[config.mk]
export PLATFORM = sky130hd
export DESIGN_NAME = zx_port_mapper
export DESIGN_NICKNAME = d
export VERILOG_FILES = /design/src/rtl/zx_pkg.sv /design/src/rtl/zx_int_gen.sv /design/src/rtl/zx_port_mapper.sv
export SDC_FILE = /design/constraint.sdc
export NUM_CORES = 1
export LEC_CHECK = 0
export ABC_AREA = 1
export BUFFER_PORTS_ARGS = -buffer_cell sky130_fd_sc_hd__buf_2
export CAP_MARGIN = 20
export CORE_ASPECT_RATIO = 1.1
export CORE_MARGIN = 2
export CORE_UTILIZATION = 40
export DETAILED_ROUTE_END_ITERATION = 8
export PLACE_DENSITY = 0.78
export SETUP_SLACK_MARGIN = 0.02
export SYNTH_ARGS = -nofsm -noshare
export SYNTH_HDL_FRONTEND = slang
export SYNTH_SLANG_ARGS = --single-unit
export TNS_END_PERCENT = 1
[constraint.sdc]
create_clock -name clk -period 1.4 [get_ports clk]
set_input_delay 0.28 -clock clk [delete_from_list [all_inputs] [get_ports clk]]
set_output_delay 0.28 -clock clk [all_outputs]
set_load 0.01 [all_outputs]
[src/rtl/zx_pkg.sv]
// Shared constants for the Spectrum bus-side controller: I/O port decode
// masks, the fixed 8000 bank and the interrupt-acknowledge decode.
package zx_pkg;

    // Port FE responds to any even address (A[0]==0).
    localparam logic [15:0] PORT_FE_MASK    = 16'h0001;

    // Port 7FFD: A[15]==0, A[1]==0, A[0]==1.
    localparam logic [15:0] PORT_7FFD_MASK  = 16'h8003;
    localparam logic [15:0] PORT_7FFD_MATCH = 16'h0001;

    // Kempston joystick is a full low-byte match.
    localparam logic [7:0]  PORT_KEMPSTON   = 8'h1F;

    // Bank permanently mapped at 8000-BFFF.
    localparam int          FIXED_BANK_8000 = 2;

    // Interrupt acknowledge: M1 together with IORQ.
    function automatic logic is_inta(input logic n_m1, input logic n_iorq);
        return !n_m1 && !n_iorq;
    endfunction

endpackage

[src/rtl/zx_int_gen.sv]
// Maskable interrupt pulse generator: a falling edge of nvblank starts an
// INT_LEN-cycle low pulse on nINT. Edges inside a pulse do not retrigger;
// an interrupt acknowledge ends the pulse early.
module zx_int_gen
    import zx_pkg::*;
#(
    parameter int INT_LEN = 32
) (
    input  logic clk,
    input  logic nRESET,
    input  logic nvblank,
    input  logic nM1,
    input  logic nIORQ,
    output logic nINT
);

    logic       r_nvblank_q;
    logic       r_nint;
    logic [7:0] r_cnt;
    logic       w_fall;
    logic       w_inta;

    assign w_fall = r_nvblank_q && !nvblank;
    assign w_inta = is_inta(nM1, nIORQ);
    assign nINT   = r_nint;

    // Edge detector, pulse counter and acknowledge release.
    always_ff @(posedge clk) begin
        // The edge detector is always refreshed so an edge already
        // passed (e.g. across reset) never fires later.
        r_nvblank_q <= nvblank;
        if (!nRESET) begin
            r_nint <= 1'b1;
            r_cnt  <= 8'd0;
        end else if (!r_nint) begin
            if (w_inta || r_cnt == 8'd0) begin
                r_nint <= 1'b1;
                r_cnt  <= 8'd0;
            end else begin
                r_cnt <= r_cnt - 8'd1;
            end
        end else if (w_fall) begin
            r_nint <= 1'b0;
            r_cnt  <= 8'(INT_LEN - 1);
        end
    end

endmodule

[src/rtl/zx_port_mapper.sv]
// Z80 bus-side controller for the 128K Spectrum: port FE / 7FFD latches,
// memory paging, I/O read mux and the timed nINT pulse.
// Optional feature macro: ZX_KEMPSTON_EN adds the joy input and port 1F.
module zx_port_mapper
    import zx_pkg::*;
#(
    parameter int BANK_BITS = 3,
    parameter int ROM_BITS  = 1,
    parameter int INT_LEN   = 32,
    parameter int SCR_BANK0 = 5,
    parameter int SCR_BANK1 = 7
) (
    input  logic                 clk,
    input  logic                 nRESET,
    input  logic [15:0]          A,
    input  logic [7:0]           D,
    input  logic                 nIORQ,
    input  logic                 nMREQ,
    input  logic                 nRD,
    input  logic                 nWR,
    input  logic                 nM1,
    input  logic                 nvblank,
    input  logic [4:0]           kbd,
    input  logic                 ear,
`ifdef ZX_KEMPSTON_EN
    input  logic [4:0]           joy,
`endif
    output logic [BANK_BITS+14:0] mem_addr,
    output logic                 mem_we,
    output logic [7:0]           io_dout,
    output logic                 io_oe,
    output logic                 scr_sel,
    output logic [2:0]           border,
    output logic                 speaker,
    output logic                 tape_out,
    output logic                 nINT
);

    // The shadow screen bank is only meaningful to the video unit, but it
    // must be an addressable bank.
    if (SCR_BANK1 >= (2 ** BANK_BITS)) begin : g_bad_scr_bank1
        $error("SCR_BANK1 out of range for BANK_BITS");
    end

    logic [2:0]           r_border;
    logic                 r_speaker;
    logic                 r_tape;
    logic [BANK_BITS-1:0] r_bank;
    logic [ROM_BITS-1:0]  r_rom;
    logic                 r_scr_sel;
    logic                 r_lock;
    logic                 r_io_wr_q;

    logic                 w_io_wr;
    logic                 w_wr_stb;
    logic                 w_sel_fe;
    logic                 w_sel_7ffd;
    logic                 w_is_rom;
    logic [BANK_BITS-1:0] w_page;
    logic [BANK_BITS-1:0] w_bank_d;
    logic                 w_unused_d;

    assign w_io_wr    = !nIORQ && !nWR && nM1;
    assign w_wr_stb   = w_io_wr && !r_io_wr_q;
    assign w_sel_fe   = (A & PORT_FE_MASK) == 16'h0000;
    assign w_sel_7ffd = (A & PORT_7FFD_MASK) == PORT_7FFD_MATCH;
    assign w_unused_d = ^D;

    // Bank bits 0..2 come from D[2:0]; any wider bank uses D[7:6].
    for (genvar gi = 0; gi < BANK_BITS; gi++) begin : g_bank_bit
        if (gi < 3) begin : g_low
            assign w_bank_d[gi] = D[gi];
        end else begin : g_high
            assign w_bank_d[gi] = D[gi + 3];
        end
    end

    // Port latches, written once per I/O write bus cycle.
    always_ff @(posedge clk) begin
        r_io_wr_q <= w_io_wr;
        if (!nRESET) begin
            r_border  <= 3'd0;
            r_speaker <= 1'b0;
            r_tape    <= 1'b0;
            r_bank    <= '0;
            r_rom     <= '0;
            r_scr_sel <= 1'b0;
            r_lock    <= 1'b0;
        end else if (w_wr_stb) begin
            if (w_sel_fe) begin
                r_border  <= D[2:0];
                r_tape    <= D[3];
                r_speaker <= D[4];
            end
            if (w_sel_7ffd && !r_lock) begin
                r_bank    <= w_bank_d;
                r_scr_sel <= D[3];
                r_rom     <= D[4 +: ROM_BITS];
                r_lock    <= D[5];
            end
        end
    end

    // Memory map by 16K quadrant.
    always_comb begin
        w_is_rom = 1'b0;
        w_page   = '0;
        unique case (A[15:14])
            2'b00: begin
                w_is_rom = 1'b1;
                w_page   = BANK_BITS'(r_rom);
            end
            2'b01:   w_page = BANK_BITS'(SCR_BANK0);
            2'b10:   w_page = BANK_BITS'(FIXED_BANK_8000);
            default: w_page = r_bank;
        endcase
    end

    assign mem_addr = {w_is_rom, w_page, A[13:0]};
    assign mem_we   = !nMREQ && !nWR && !w_is_rom;

    // I/O read data mux; never driven during interrupt acknowledge.
    always_comb begin
        io_oe   = !nIORQ && !nRD && nM1;
        io_dout = 8'hFF;
`ifdef ZX_KEMPSTON_EN
        if (A[7:0] == PORT_KEMPSTON) begin
            io_dout = {3'b000, joy};
        end else if (w_sel_fe) begin
            io_dout = {1'b1, ear, 1'b1, kbd};
        end
`else
        if (w_sel_fe) begin
            io_dout = {1'b1, ear, 1'b1, kbd};
        end
`endif
    end

    zx_int_gen #(
        .INT_LEN (INT_LEN)
    ) u_int_gen (
        .clk     (clk),
        .nRESET  (nRESET),
        .nvblank (nvblank),
        .nM1     (nM1),
        .nIORQ   (nIORQ),
        .nINT    (nINT)
    );

    assign scr_sel  = r_scr_sel;
    assign border   = r_border;
    assign speaker  = r_speaker;
    assign tape_out = r_tape;

endmodule

== Word level (Yosys, flattened, before mapping) ==
Cells that the tools add are included.

* Flip-flop bits (word level): 22
* Bits of input ports: 38
* Output and inout port bits: 35
* Word-level logic and storage cells: 50

* Add/sub/neg operators: 1
* Equality and inequality tests: 4
* Muxes and demuxes: 9
* Reduce and logical (&&, ||, !) cells: 25

{| class="wikitable"
|+ Operator list
! kind !! number
|-
| $mux 8 || 3
|-
| $logic_not 16->1 || 1
|-
| $logic_and 1x1->1 || 10
|-
| $logic_not 1->1 || 9
|-
| $pmux 3 s3 || 1
|-
| $logic_not 8->1 || 1
|-
| $sub 8x1->8 const B || 1
|-
| $mux 7 || 1
|-
| $mux 1 || 4
|-
| $reduce_and 2->1 || 2
|-
| $eq 3x1->1 const B || 1
|-
| $eq 2x1->1 const B || 1
|-
| $eq 2x2->1 const B || 1
|-
| $logic_not 2->1 || 1
|-
| $ne 2x2->1 const B || 1
|-
| $logic_or 1x1->1 || 1
|}

== Logic depth before layout (Yosys ltp) ==
* Word-level depth: 5
* Gate-level depth with buffers: 9
* Mapped depth without buffers: 9

== Cells and area by module ==
Synthesis repeated with hierarchy kept, for this count alone.

* Cell total of the unflattened synthesis: 204
* Area total of the unflattened synthesis: 1,377.6 um^2

{| class="wikitable"
|+ By module, submodules not included
! module !! times used !! cells each !! area each (um^2) !! sequential area each (um^2)
|-
| zx_port_mapper || 1 || 115 || 768.2 || 240.2
|-
| zx_int_gen || 1 || 89 || 609.3 || 200.2
|}

== Least setup slack after synthesis ==
No wires, ideal clock.

* Kind: input-to-reg
* Start: input nIORQ
* End: register r_bank[0]
* Setup time: 0.113 ns
* Arrival time: 0.987 ns
* Data required time: 1.287 ns
* Setup slack: 0.300 ns
* Stages: 7
* Buffers on the path: 1
* Path through: nor3_4 -> nand2_2 -> nor2_2 -> buf_6 -> nand2_1 -> nand2_1 -> nor2_1

* Cells in the longest elaborated chain, start to end: 5

{| class="wikitable"
|+ Ends and longest elaborated chain
! what !! RTL line !! source
|-
| from (decl) || zx_port_mapper.sv:17 || <nowiki>input logic nIORQ,</nowiki>
|-
| $logic_not 1->1 || zx_port_mapper.sv:63 || <nowiki>assign w_io_wr = !nIORQ && !nWR && nM1;</nowiki>
|-
| $logic_and 1x1->1 (2 in a row) || zx_port_mapper.sv:63 ||
|-
| $logic_and 1x1->1 || zx_port_mapper.sv:64 || <nowiki>assign w_wr_stb = w_io_wr && !r_io_wr_q;</nowiki>
|-
| $reduce_and 2->1 (no source line) || - ||
|-
| to (signal assigned) || zx_port_mapper.sv:96 || <nowiki>r_bank <= w_bank_d;</nowiki>
|-
| to (decl) || zx_port_mapper.sv:48 || <nowiki>logic [BANK_BITS-1:0] r_bank;</nowiki>
|}

No other way between the ends.
A chain may end at the register's enable or synchronous reset.

== Worst setup path in the final report ==
* Start: register u_int_gen.r_cnt[0]
* End: register u_int_gen.r_cnt[4]

* Cells in the longest elaborated chain, start to end: 4
* Elaborated cells between the ends (all ways): 5
* Classes of those cells: 1 x add/sub; 2 x mux; 2 x reduce/logical

{| class="wikitable"
|+ Ends and longest elaborated chain
! what !! RTL line !! source
|-
| from (decl) || zx_int_gen.sv:19 || <nowiki>logic [7:0] r_cnt;</nowiki>
|-
| from (signal assigned) || zx_int_gen.sv:40 || <nowiki>r_cnt <= r_cnt - 8'd1;</nowiki>
|-
| from (signal assigned) || zx_int_gen.sv:44 || <nowiki>r_cnt <= 8'(INT_LEN - 1);</nowiki>
|-
| parallel branches: the longest is 2 deep, another holds $sub 8x1->8 || - ||
|-
| $mux 8 * || zx_int_gen.sv:36 || <nowiki>if (w_inta || r_cnt == 8'd0) begin</nowiki>
|-
| $mux 8 * || zx_int_gen.sv:35 || <nowiki>end else if (!r_nint) begin</nowiki>
|}

Mark *: on every way between the ends.

==> metrics <==
Synth cell types 23; core area 3000 um^2; Starting Density 41.4%; TritonCTS clock tree done; total CTS buffers 3; die width 57.1 um; FF+latch area 440 um^2; worst-path cell chain inv_1 -> ha_1 -> inv_1 -> nor2_1 -> nand2_1 -> nand2_1 -> nand2_1 -> nand2_1 -> nor2_1; clock insertion delay at the later pin of the skew report 310 ps; RR Startpoint u_int_gen.r_cnt[0]$_SDFFE_PN0P_; crit path launch type flip-flop; Post-synth EDFFs 0; VDD IR max 0.743 mV; Post-Syn Area 1240 um^2; Period minus WS final 1250 ps; vias in the first global route 1051; Final setup viols 0; ys async rst share 0%; FF-to-FF End u_int_gen.r_cnt[4]$_SDFFE_PN0P_; DRT iter0 DRCs 52; final antenna diode count 0; via-per-instance ratio 4.63; Worst Hold Path EP u_int_gen.r_nvblank_q$_DFF_P_; hold-critical path depth 1; gp weighted congestion 0.785; Worst Hold Class in2reg; Max Slew Vio Count 0; post-route ant nets 0; total power draw 1.49 mW; dominant cell type by area after synthesis dfxtp_1; clock sinks 22; power per cell area 1020 nW/um^2; area of the multi-input gates 573 um^2; total wire length 2500 um; Synth Register Bits 22; setup tns final 0 ps; Top cell by count, worst path nand2_1; Psw 0.409 mW; most numerous cell in the Yosys netlist nand2_1; Filler cells 321; internal power 1.08 mW; Mean Syn Cell Area 6.74 um^2; Area Overhead vs Synth 17.2%; Fmax 0.800 GHz; fin crit share 89.2%; layout cells sized above 1 30.7%; PortBufs 44; outcome finished, final reports clean; WP data arrival 1470 ps; number of top-level pins 73; RSZ-0062 raised after global routing yes; sequential area share after synthesis 35.5%; Worst Skew 5.47 ps; PostCTS Resize Cnt 0; Std-Cell Rows 21; CTS Hold Bufs 0; R2R depth 9; worst path required time 1620 ps; Setup Buffers After CTS 0; highest-delay cell along the critical path dfxtp_1; Max Cap Viol 0; Fin. Hold Viols 0; Synth top cells by count 42 x nand2_1, 26 x nor2_1, 24 x inv_1; share of total power in combinational logic 22.4%; Pre-antenna DRT Iters 4; top_reg_cell synth dfxtp_1; H-tree levels 1; drt drc 0; Synthesis Warnings 0; pin count of the biggest net entering global routing 14; Syn Inst Count 184; worst reg2reg setup slack 150 ps; vias 1167; worst hold path startpoint nvblank; CP Capture Type flip-flop; clock share of power 32.4%; drt wl/cell 9.90 um; Seq pwr share 45.2%; HPWL Detailed 2040 um; Worst-path clk slew 120 ps; Die Y 62.4 um; top cells by area in the synthesized netlist dfxtp_1 36%, nand2_1 13%, buf_4 10%, nor2_1 7.9%, inv_1 7.3%; fin nets 259; Max FO, Critical Path 4; GRT Util Overall 14.8%; first-pass GRT wire length 4240 um; die area 3560 um^2; clk buf depth 2; LEAKAGE 0.734 nW; CP Class reg2reg; largest incremental delay on the critical path 330 ps; initial antenna violation count 0; switching portion of total power 27.5%; gr ovfl total 0; clock root cell clkbuf_4; post-synth top area share 35.5%
-- area by class of cell --
type,count,share of cell area [%]
Sequential cell,22,30.3
Clock buffer,3,1.55
Multi-Input combinational cell,119,39.4
Tap cell,34,2.93
Inverter,25,6.46
Timing Repair Buffer,48,17.2
Clock inverter,1,2.07
-- layout by cell type (no fill, tap or decap), drive strengths merged, types with 3 or more instances in the layout --
cell     n
a21oi    9
buf     48
clkbuf   3
dfxtp   22
inv     24
nand2   44
nand3    7
nand4    7
nor2    27
nor3     3
o21ai    7
or2      7
-- flip-flops by register name (all words and copies together) (netlist names) --
name	count
u_int_gen.r_cnt	8
u_int_gen.nINT	1
r_io_wr_q	1
scr_sel	1
u_int_gen.r_nvblank_q	1
speaker	1
r_lock	1
r_rom	1
r_bank	3
border	3
tape_out	1
-- worst max path at each step --
stage,start,endpoint,slack (ps),cells after the start
after floorplan,nIORQ,r_bank[0]$_SDFFE_PN0P_,300,7
after global placement,u_int_gen.r_cnt[3]$_SDFFE_PN0P_,u_int_gen.r_cnt[4]$_SDFFE_PN0P_,140,8
after detailed placement,nIORQ,r_lock$_SDFFE_PN0P_,120,7
after CTS,u_int_gen.r_cnt[3]$_SDFFE_PN0P_,u_int_gen.r_cnt[4]$_SDFFE_PN0P_,110,8
after global routing,u_int_gen.r_cnt[0]$_SDFFE_PN0P_,u_int_gen.r_cnt[4]$_SDFFE_PN0P_,3,9
final,u_int_gen.r_cnt[0]$_SDFFE_PN0P_,u_int_gen.r_cnt[4]$_SDFFE_PN0P_,150,9
-- power by group through the flow --
stage	Clock [mW]	Combinational [mW]	Sequential, mW
after global placement	0	0.318	0.687
after detailed placement	0	0.324	0.687
after global routing	0.528	0.383	0.677
after floorplan	0	0.258	0.687
after CTS	0.498	0.326	0.673
final	0.482	0.333	0.673
-- layer usage --
metal  global-route usage [%]  wire [um]
met2                     23.4       1140
met3                     2.07        119
met4                     7.56         56
met5                        0          0
met1                     19.6       1170
-- critical path: cells and delay by family (launching register included) --
family                     cells  cell delay (ps)
DFF                            1              330
adders and majority gates      1              160
buffers and inverters          2              150
and+or+nand+nor                6              530
-- cells by family after synthesis --
kind of cell             count (synthesis)  share of synthesized area [%]
AND/OR/NAND/NOR                         95                           34.1
buffers and inverters                   44                           19.2
flip-flops                              22                           35.5
AO/OA/AOI/OAI                           20                           8.88
adder cells (fa/ha/maj)                  2                           2.02
other                                    1                          0.302
-- through the flow --
step | cell area (um^2) | utilization, % | worst slack [ps] | cells | hold slack, ps
2_1_floorplan | 1240 | - | 300 | 185 | 308
3_3_place_gp | 1390 | 46.5 | 140 | 248 | 401
3_5_place_dp | 1390 | 46.5 | 120 | 248 | 401
4_1_cts | 1450 | 48.2 | 106 | 252 | 71.9
5_1_grt | 1450 | 48.5 | 2.96 | 252 | 62.0
6_report | 1450 | 48.5 | 151 | 252 | 84.0
(Power assumes the default switching activity.)
